$ cat src/rtl/pipe_hazard_unit_pkg.sv
// Shared types and width helpers for the pipeline hazard unit.
// Slot fields use fixed maximum widths so the same slot_t serves every parameter set.
package hazard_pkg;

    localparam int DEF_XLEN  = 32;
    localparam int DEF_NREG  = 32;
    localparam int DEF_NFILE = 2;
    localparam int DEF_NSRC  = 3;
    localparam int DEF_DEPTH = 4;

    // Upper bounds for slot fields; the top zero-extends into these.
    localparam int FILE_WMAX = 4;
    localparam int IDX_WMAX  = 10;
    localparam int REM_WMAX  = 8;

    typedef enum logic [FILE_WMAX-1:0] {
        RF_INT = 4'd0,
        RF_FLT = 4'd1
    } reg_file_e;

    typedef struct packed {
        logic                valid;
        logic [FILE_WMAX-1:0] file;
        logic [IDX_WMAX-1:0]  idx;
        logic [REM_WMAX-1:0]  rem;
    } slot_t;

    // ceil(log2(n)) with a floor of one bit so single-entry dimensions stay legal
    function automatic int hz_clog2(input int n);
        return (n <= 2) ? 1 : $clog2(n);
    endfunction

    function automatic logic is_zero_reg(input logic [FILE_WMAX-1:0] f,
                                         input logic [IDX_WMAX-1:0]  i);
        return (f == RF_INT) && (i == '0);
    endfunction

    function automatic logic [REM_WMAX-1:0] rem_dec(input logic [REM_WMAX-1:0] r);
        return (r == '0) ? '0 : r - 1'b1;
    endfunction

endpackage

$ cat src/rtl/pipe_hazard_unit_if.sv
// Issue/forwarding bundle between the core pipeline and the hazard unit.
// master = core side (drives issue and slot results), slave = hazard unit.
interface pipe_hazard_unit_if #(
    parameter int XLEN  = 32,
    parameter int NREG  = 32,
    parameter int NFILE = 2,
    parameter int NSRC  = 3,
    parameter int DEPTH = 4
);
    localparam int RW = hazard_pkg::hz_clog2(NREG);
    localparam int FW = hazard_pkg::hz_clog2(NFILE);
    localparam int LW = hazard_pkg::hz_clog2(DEPTH + 1);

    logic                  adv;
    logic                  flush;
    logic                  iss_valid;
    logic                  iss_ready;
    logic [NSRC-1:0]       iss_src_used;
    logic [NSRC*FW-1:0]    iss_src_file;
    logic [NSRC*RW-1:0]    iss_src_idx;
    logic                  iss_rd_we;
    logic [FW-1:0]         iss_rd_file;
    logic [RW-1:0]         iss_rd_idx;
    logic [LW-1:0]         iss_lat;
    logic [DEPTH*XLEN-1:0] slot_data;
    logic [NSRC-1:0]       fwd_hit;
    logic [NSRC*XLEN-1:0]  fwd_val;

    modport master (
        output adv, flush, iss_valid, iss_src_used, iss_src_file, iss_src_idx,
               iss_rd_we, iss_rd_file, iss_rd_idx, iss_lat, slot_data,
        input  iss_ready, fwd_hit, fwd_val
    );

    modport slave (
        input  adv, flush, iss_valid, iss_src_used, iss_src_file, iss_src_idx,
               iss_rd_we, iss_rd_file, iss_rd_idx, iss_lat, slot_data,
        output iss_ready, fwd_hit, fwd_val
    );

endinterface

$ cat src/rtl/pipe_hazard_unit_src_match.sv
// Per-operand search of the shadow pipeline: the youngest matching slot decides
// between forward (rem==0) and hazard (rem>0); integer x0 never matches.
module hazard_src_match
    import hazard_pkg::*;
#(
    parameter int DEPTH = 4,
    parameter int SEL_W = 2
) (
    input  logic                 used,
    input  logic [FILE_WMAX-1:0] file,
    input  logic [IDX_WMAX-1:0]  idx,
    input  slot_t                slots [DEPTH],
    output logic                 hit,
    output logic                 hazard,
    output logic [SEL_W-1:0]     sel
);

    logic [DEPTH-1:0]    match;
    logic                found;
    logic [REM_WMAX-1:0] found_rem;

    for (genvar gi = 0; gi < DEPTH; gi++) begin : g_cmp
        assign match[gi] = used && slots[gi].valid &&
                           (slots[gi].file == file) && (slots[gi].idx == idx) &&
                           !is_zero_reg(file, idx);
    end

    // Scan oldest to youngest so the lowest matching index is the one left standing.
    always_comb begin
        found     = 1'b0;
        sel       = '0;
        found_rem = '0;
        for (int k = DEPTH - 1; k >= 0; k--) begin
            if (match[k]) begin
                found     = 1'b1;
                sel       = SEL_W'(k);
                found_rem = slots[k].rem;
            end
        end
    end

    assign hit    = found && (found_rem == '0);
    assign hazard = found && (found_rem != '0);

endmodule

$ cat src/rtl/pipe_hazard_unit.sv
// Stall/forward control: DEPTH-slot shadow pipeline of in-flight register writers.
// Optional HAZARD_PERF_EN adds free-running stall and flush event counters.
module pipe_hazard_unit
    import hazard_pkg::*;
#(
    parameter int XLEN        = 32,
    parameter int NREG        = 32,
    parameter int NFILE       = 2,
    parameter int NSRC        = 3,
    parameter int DEPTH       = 4,
    parameter int FLUSH_DEPTH = 2
) (
    input  logic              clk,
    input  logic              rst,
    pipe_hazard_unit_if.slave hz
`ifdef HAZARD_PERF_EN
    ,
    output logic [31:0]       perf_stall,
    output logic [31:0]       perf_flush
`endif
);

    localparam int RW    = hz_clog2(NREG);
    localparam int FW    = hz_clog2(NFILE);
    localparam int SEL_W = hz_clog2(DEPTH);

    slot_t slot_reg  [DEPTH];
    slot_t slot_next [DEPTH];

    logic [NSRC-1:0]      src_hit;
    logic [NSRC-1:0]      src_hazard;
    logic [SEL_W-1:0]     src_sel [NSRC];
    logic [NSRC-1:0]      fwd_hit_vec;
    logic [NSRC*XLEN-1:0] fwd_val_vec;
    logic                 any_hazard;
    logic                 issue_take;
    slot_t                new_slot;

    for (genvar gi = 0; gi < NSRC; gi++) begin : g_src
        hazard_src_match #(
            .DEPTH (DEPTH),
            .SEL_W (SEL_W)
        ) u_match (
            .used   (hz.iss_src_used[gi]),
            .file   (FILE_WMAX'(hz.iss_src_file[gi*FW +: FW])),
            .idx    (IDX_WMAX'(hz.iss_src_idx[gi*RW +: RW])),
            .slots  (slot_reg),
            .hit    (src_hit[gi]),
            .hazard (src_hazard[gi]),
            .sel    (src_sel[gi])
        );

        assign fwd_hit_vec[gi] = hz.iss_valid && src_hit[gi];
        assign fwd_val_vec[gi*XLEN +: XLEN] =
            fwd_hit_vec[gi] ? hz.slot_data[src_sel[gi]*XLEN +: XLEN] : '0;
    end

    assign any_hazard   = hz.iss_valid && (|src_hazard);
    assign hz.iss_ready = !any_hazard;
    assign hz.fwd_hit   = fwd_hit_vec;
    assign hz.fwd_val   = fwd_val_vec;

    // A redirect drops the instruction being issued; writes to x0 are never tracked.
    assign issue_take = hz.iss_valid && hz.iss_ready && hz.iss_rd_we && !hz.flush &&
                        !is_zero_reg(FILE_WMAX'(hz.iss_rd_file), IDX_WMAX'(hz.iss_rd_idx));

    always_comb begin
        new_slot       = '0;
        new_slot.valid = 1'b1;
        new_slot.file  = FILE_WMAX'(hz.iss_rd_file);
        new_slot.idx   = IDX_WMAX'(hz.iss_rd_idx);
        new_slot.rem   = REM_WMAX'(hz.iss_lat);
    end

    // Flush kills the FLUSH_DEPTH youngest instructions: with adv they are discarded
    // as they move up, so only older writers survive the shift; without adv they die in place.
    always_comb begin
        for (int k = 0; k < DEPTH; k++) begin
            slot_next[k] = slot_reg[k];
        end
        if (hz.adv) begin
            for (int k = 1; k < DEPTH; k++) begin
                if (hz.flush && ((k - 1) < FLUSH_DEPTH)) begin
                    slot_next[k] = '0;
                end else begin
                    slot_next[k]     = slot_reg[k-1];
                    slot_next[k].rem = rem_dec(slot_reg[k-1].rem);
                end
            end
            slot_next[0] = issue_take ? new_slot : '0;
        end else if (hz.flush) begin
            for (int k = 0; k < DEPTH; k++) begin
                if (k < FLUSH_DEPTH) begin
                    slot_next[k] = '0;
                end
            end
        end
    end

    always_ff @(posedge clk or posedge rst) begin
        if (rst) begin
            for (int k = 0; k < DEPTH; k++) begin
                slot_reg[k] <= '0;
            end
        end else begin
            for (int k = 0; k < DEPTH; k++) begin
                slot_reg[k] <= slot_next[k];
            end
        end
    end

`ifdef HAZARD_PERF_EN
    logic [31:0] perf_stall_reg;
    logic [31:0] perf_flush_reg;

    always_ff @(posedge clk or posedge rst) begin
        if (rst) begin
            perf_stall_reg <= '0;
            perf_flush_reg <= '0;
        end else begin
            if (hz.iss_valid && !hz.iss_ready) begin
                perf_stall_reg <= perf_stall_reg + 32'd1;
            end
            if (hz.flush) begin
                perf_flush_reg <= perf_flush_reg + 32'd1;
            end
        end
    end

    assign perf_stall = perf_stall_reg;
    assign perf_flush = perf_flush_reg;
`endif

endmodule

$ cat src/flat_wrapper.sv
// flat-port wrapper written by rule: the top's interface ports become plain ports
module pipe_hazard_unit_flat import hazard_pkg::*;
#(
    parameter int XLEN        = 32,
    parameter int NREG        = 32,
    parameter int NFILE       = 2,
    parameter int NSRC        = 3,
    parameter int DEPTH       = 4,
    parameter int FLUSH_DEPTH = 2
)
  (clk, rst, hz_adv, hz_flush, hz_iss_valid, hz_iss_src_used, hz_iss_src_file, hz_iss_src_idx, hz_iss_rd_we, hz_iss_rd_file, hz_iss_rd_idx, hz_iss_lat, hz_slot_data, hz_iss_ready, hz_fwd_hit, hz_fwd_val);
  pipe_hazard_unit_if #(.XLEN(XLEN), .NREG(NREG), .NFILE(NFILE), .NSRC(NSRC), .DEPTH(DEPTH)) hz_i ();
  input  logic clk;
  input  logic rst;
  input wire logic [$bits(hz_i.adv)-1:0] hz_adv;
  input wire logic [$bits(hz_i.flush)-1:0] hz_flush;
  input wire logic [$bits(hz_i.iss_valid)-1:0] hz_iss_valid;
  input wire logic [$bits(hz_i.iss_src_used)-1:0] hz_iss_src_used;
  input wire logic [$bits(hz_i.iss_src_file)-1:0] hz_iss_src_file;
  input wire logic [$bits(hz_i.iss_src_idx)-1:0] hz_iss_src_idx;
  input wire logic [$bits(hz_i.iss_rd_we)-1:0] hz_iss_rd_we;
  input wire logic [$bits(hz_i.iss_rd_file)-1:0] hz_iss_rd_file;
  input wire logic [$bits(hz_i.iss_rd_idx)-1:0] hz_iss_rd_idx;
  input wire logic [$bits(hz_i.iss_lat)-1:0] hz_iss_lat;
  input wire logic [$bits(hz_i.slot_data)-1:0] hz_slot_data;
  output wire logic [$bits(hz_i.iss_ready)-1:0] hz_iss_ready;
  output wire logic [$bits(hz_i.fwd_hit)-1:0] hz_fwd_hit;
  output wire logic [$bits(hz_i.fwd_val)-1:0] hz_fwd_val;
  assign hz_i.adv = hz_adv;
  assign hz_i.flush = hz_flush;
  assign hz_i.iss_valid = hz_iss_valid;
  assign hz_i.iss_src_used = hz_iss_src_used;
  assign hz_i.iss_src_file = hz_iss_src_file;
  assign hz_i.iss_src_idx = hz_iss_src_idx;
  assign hz_i.iss_rd_we = hz_iss_rd_we;
  assign hz_i.iss_rd_file = hz_iss_rd_file;
  assign hz_i.iss_rd_idx = hz_iss_rd_idx;
  assign hz_i.iss_lat = hz_iss_lat;
  assign hz_i.slot_data = hz_slot_data;
  assign hz_iss_ready = hz_i.iss_ready;
  assign hz_fwd_hit = hz_i.fwd_hit;
  assign hz_fwd_val = hz_i.fwd_val;
  pipe_hazard_unit #(.XLEN(XLEN), .NREG(NREG), .NFILE(NFILE), .NSRC(NSRC), .DEPTH(DEPTH), .FLUSH_DEPTH(FLUSH_DEPTH)) u_core (.clk(clk), .rst(rst), .hz(hz_i));
endmodule
$ cat config.mk
export PLATFORM = sky130hd
export DESIGN_NAME = pipe_hazard_unit_flat
export DESIGN_NICKNAME = d
export VERILOG_FILES = /design/src/rtl/pipe_hazard_unit_pkg.sv /design/src/rtl/pipe_hazard_unit_if.sv /design/src/rtl/pipe_hazard_unit_src_match.sv /design/src/rtl/pipe_hazard_unit.sv /design/src/flat_wrapper.sv
export SDC_FILE = /design/constraint.sdc
export NUM_CORES = 1
export LEC_CHECK = 0
export ABC_AREA = 1
export BUFFER_PORTS_ARGS = -buffer_cell sky130_fd_sc_hd__buf_2
export CORE_MARGIN = 4
export CORE_UTILIZATION = 50
export CTS_CLUSTER_DIAMETER = 60
export DETAILED_ROUTE_END_ITERATION = 6
export GPL_TIMING_DRIVEN = 0
export PLACE_DENSITY = 0.86
export SETUP_SLACK_MARGIN = 0.1
export SLEW_MARGIN = 30
export SYNTH_ARGS = -nofsm -noshare
export SYNTH_HDL_FRONTEND = slang
export SYNTH_SLANG_ARGS = --single-unit
$ cat constraint.sdc
create_clock -name clk -period 2.65 [get_ports clk]
set_input_delay 0.53 -clock clk [delete_from_list [all_inputs] [get_ports clk]]
set_output_delay 0.53 -clock clk [all_outputs]
set_load 0.02 [all_outputs]
==> results of run 1 <==
kinds of logic after synthesis:
| kind of cell | share of synthesized area (%) |
|---|---|
| adders and majority gates | 0.8354 |
| and+or+nand+nor | 60.00 |
| DFF | 17.38 |
| xor gates and xnor gates | 3.158 |
| buffers and inverters | 11.11 |
| AOI/OAI and AO/OA | 7.519 |
stage by stage:
step           TNS [ns]  hold WS (ns)  cell area, um^2
4_1_cts          -23.67        0.1211            10630
3_5_place_dp     -45.94        0.4353             9328
3_3_place_gp     -44.87        0.4456             9298
2_1_floorplan         0        0.4340             7781
per-layer routing:
metal / overflow / track usage, %
met2: 7 / 87.05
met5: 0 / 42.06
met4: 8 / 65.46
met1: 0 / 77.52
met3: 0 / 69.27
repair_timing:
action,CTS
endpoints found under the setup margin,100
buffers inserted,36
gates resized for setup,272
pin swaps,46
gates cloned,1
==> reports/qor.yml, run 1 <==
logic_synthesis:
  ys_seq_elements: 52
  yosysSeqAreaShare_pct: 17.38
  synth_edf_count: 0
  synth_top_area_cell: "nand2_1"
  syn-num-nets: 1588
  synth-main-ff-cell: "dfrtp_1"
  syn_area_um2: 7488
  yosys_warnings: 0
  synth_area_per_cell_um2: 5.277
  async_reset_ff_share_pct: 100.0
  synth_cell_types: 35
  synth_common_cells: "nand2_1 (577), nand3_1 (267), nor2_1 (161)"
  synth.area.top_cells: "nand2_1 (29%), nand3_1 (18%), dfrtp_1 (17%), nor2_1 (8.1%), buf_2 (3.9%)"
  synth.top_cell.area_share_pct: 28.92
  yosysMostFrequentCell: "nand2_1"
  synthCells: 1419
clock_tree:
  htree_levels: 2
  cts_buffers: 5
  clock_path_buffers: 2
  ctsHoldBuffers: 0
  root_buffer: "clkbuf_16"
  cts_sinks: 52
run_status:
  first-error: "[ERROR GRT-0232] Routing congestion too high. Check the congestion heatmap in the GUI."
  status: "stopped before the end"
  haltStage: "5_1_grt"
placed_design:
  io_buffers: 257
  dp_cells: 1861
  dpl.hpwl_mm: 26.49
  dp_slack_ns: -0.5478
  gp_congestion: 1.032
timing:
  worst_path_end_type: "top-level output"
  crit_endpoint: "hz_fwd_val[77]"
global_routing:
  grt_max_degree: 45
  track_usage_pct: 75.76
  grt_overflow: 15
floorplanning:
  start_util_pct: 51.33
  pin_count: 264
  die_w_um: 130.4
  num_rows: 44
  fp.dieH_um: 130.4
==> inputs of run 2 (changes only) <==
--- a/config.mk
+++ b/config.mk
@@ -8,12 +8,10 @@
 export ABC_AREA = 1
 export BUFFER_PORTS_ARGS = -buffer_cell sky130_fd_sc_hd__buf_2
 export CORE_MARGIN = 4
-export CORE_UTILIZATION = 50
-export CTS_CLUSTER_DIAMETER = 60
+export CORE_UTILIZATION = 35
 export DETAILED_ROUTE_END_ITERATION = 6
 export GPL_TIMING_DRIVEN = 0
-export PLACE_DENSITY = 0.86
-export SETUP_SLACK_MARGIN = 0.1
+export PLACE_DENSITY_LB_ADDON = 0.15
 export SLEW_MARGIN = 30
 export SYNTH_ARGS = -nofsm -noshare
 export SYNTH_HDL_FRONTEND = slang
==> run 2 against run 1 <==
Effect of this change: the flow now finishes, with violations (negative setup slack); area after synthesis unchanged; synthesized cell count unchanged.
==> reports/qor.yml, run 2 <==
routing:
  initialDrtViolationCount: 1334
  via_per_inst: 5.854
  drc: 0
  ant_nets: 0
  via_count: 12210
  wl_mm: 44.48
  firstDrtPassIters: 6
  post_drt_wl_per_cell_um: 21.33
clock_tree:
  cts_buffers: 5
  clk_pin_slew_ns: 0.07
  insertion_delay_ns: 0.30
  cts_sinks: 52
  clock_path_buffers: 2
  htree_levels: 2
  cts_tree: "built"
  root_buffer: "clkbuf_16"
layout:
  drive_gt1_share_pct: 50.75
  final_core_util_pct: 65.78
  final_common_cell: "nand2_1"
  nets: 1973
  final_area_um2: 13830
  largest_register_ffs: 52
  most-common-layout-cells: "nand2_1 (411), buf_2 (162), nand3_1 (160), nand2_2 (120), buf_4 (109)"
  areaGrowthSynthToFinish_pct: 84.66
  nFillCells: 1730
timing:
  report.final.hold_viol_count: 0
  setup_ws_ns: -0.4852
  finalCriticalPeriod_ns: 3.135
  setup_tns_ns: -36.75
  slew_headroom_pct: 54.82
  period_share_pct: 118.3
  rsz0062_at_grt: "yes"
  fmax_mhz: 319.0
  final_max_slew_viol_count: 0
  worst_pin_slew_ns: 0.6777
  setup_violations: 100
  finalClockSkew_ns: 0.007832
run_status:
  status: "finished with violations"
  violations: "negative setup slack"
power:
  p_per_area_nw_per_um2: 177.2
  irDropWorstVdd_v: 0.0003097
  p_leak_uw: 0.006843
  p_total_uw: 2450
global_routing:
  track_usage_pct: 31.71
  grt_max_degree: 29
  grt_overflow: 0
  antenna_found_initial: 5
  grt_pass1_wl_mm: 60.96
  grt_pass1_vias: 10960
floorplanning:
  fp.dieH_um: 154.3
  start_util_pct: 35.62
  num_rows: 53
  die_w_um: 154.3
  pin_count: 264
  core_area_um2: 21020
  die_area_um2: 23800
logic_synthesis:
  yosysMostFrequentCell: "nand2_1"
  synth_common_cells: "nand2_1 (577), nand3_1 (267), nor2_1 (161)"
  synth-main-ff-cell: "dfrtp_1"
  synth_top_area_cell: "nand2_1"
  synth_cell_types: 35
  syn_area_um2: 7488
  yosysSeqAreaShare_pct: 17.38
  synth.top_cell.area_share_pct: 28.92
  ys_seq_elements: 52
  synth_edf_count: 0
  synth.area.top_cells: "nand2_1 (29%), nand3_1 (18%), dfrtp_1 (17%), nor2_1 (8.1%), buf_2 (3.9%)"
  syn-num-nets: 1588
  synthCells: 1419
  yosys_warnings: 0
  synth_area_per_cell_um2: 5.277
  async_reset_ff_share_pct: 100.0
setup_path:
  cp-startpoint: "u_core.slot_reg[35]"
  regToRegSetupSlack_ns: 0.19
  cp_slowest_cell: "dfrtp_1"
  cp_slowest_stage_delay_ns: 0.42
  crit_fanout: 7
  worstSetupStartpointType: "flop"
  critPathTopFamily: "simple AND/OR/NAND/NOR gates"
  crit_chain: "buf_6 -> nand2_2 -> nand2_2 -> nor2_4 -> nand2_1 -> nor2_2 -> nand2_2 -> nand2_2 -> nand2_8 -> nand2_8 -> buf_12 -> buf_6 -> nand2_1 -> nand3_1 -> nand2_1 -> nor2_2 -> buf_6"
  critPathKind: "reg2out"
  crit_path_frequent_cell: "nand2_2"
  arrival_ns: 2.61
  crit_path_end_kind: "primary output"
  cp_num_buf_inv: 4
  cp.required_ns: 2.12
  r2r-start: "u_core.slot_reg[57]"
placed_design:
  gp_congestion: 0.9433
  dpl.hpwl_mm: 28.62
  io_buffers: 257
  post_dp_cell_area_um2: 9151
job:
  drv_cap: 0
min_path:
  min_path_type: "in2async"
[run 2: cell counts after synthesis]
No cell type changed its count.
[run 2: stage by stage]
step	instances	hold slack, ns	setup slack [ns]
floorplan	1419	0.4340	0.01254
global placement	1951	0.4530	-0.7874
detailed placement	1952	0.4535	-0.7930
CTS	2064	0.2007	-0.3505
global route	2084	0.2203	-0.5585
finish	2085	0.1943	-0.4852
[run 2: cells by family (layout without fill, tap and decap cells)]
logic type,Yosys count,count (layout),synth area share (%)
other,0,5,0
adders and majority gates,5,5,0.8354
DFF,52,52,17.38
buffers and inverters,179,564,11.11
AOI/OAI and AO/OA,96,96,7.519
xor gates and xnor gates,27,27,3.158
and+or+nand+nor,1060,1061,60.00
[run 2: worst paths after layout]
path                       cells after the start                   to
max                                           17        hz_fwd_val[4]
min                                            2  u_core.slot_reg[91]
max reg2reg                                   17  u_core.slot_reg[57]
min reg2reg                                    1  u_core.slot_reg[23]
max in group asynchronous                      3  u_core.slot_reg[11]
min in group clk                               1  u_core.slot_reg[23]
[run 2: power breakdown]
group / leakage, uW / internal (uW) / switching [uW]
logic: 0.00608 / 328 / 564
clock network: 0.0000709 / 358 / 329
registers: 0.000695 / 843 / 28.3
total: 0.00684 / 1530 / 921
[run 2: cell type report]
type	instances	area [um^2]	area share, %
Tap cell	275	344.1	2.488
Sequential cell	52	1316	9.519
Inverter	94	412.9	2.986
Timing Repair Buffer	377	3364	24.33
Clock inverter	3	25.02	0.1810
Buffer	83	1002	7.248
Antenna cell	5	12.51	0.09048
Multi-Input combinational cell	1189	7201	52.07
Clock buffer	5	125.1	0.9048
Timing Repair inverter	2	25.02	0.1810
[run 2: what timing repair did]
| action | 4_1_cts | 5_1_grt |
|---|---|---|
| pin swaps | 116 | 151 |
| resized for setup | 563 | 345 |
| hold buffers | 0 | 0 |
| buffers inserted | 83 | 19 |
| gates cloned | 21 | 11 |
| endpoints found under the setup margin | 100 | 102 |
[run 2: metal layers]
metal | track usage (%) | vias up | part of all wire (%)
met4 | 13.33 | 2 | 6.8
met5 | 0 | - | 0.020
met3 | 5.568 | 301 | 11
li1 | - | 5379 | -
met1 | 39.57 | 5542 | 36
met2 | 53.89 | 981 | 46
Note: power is estimated with default switching activity, not from simulation.
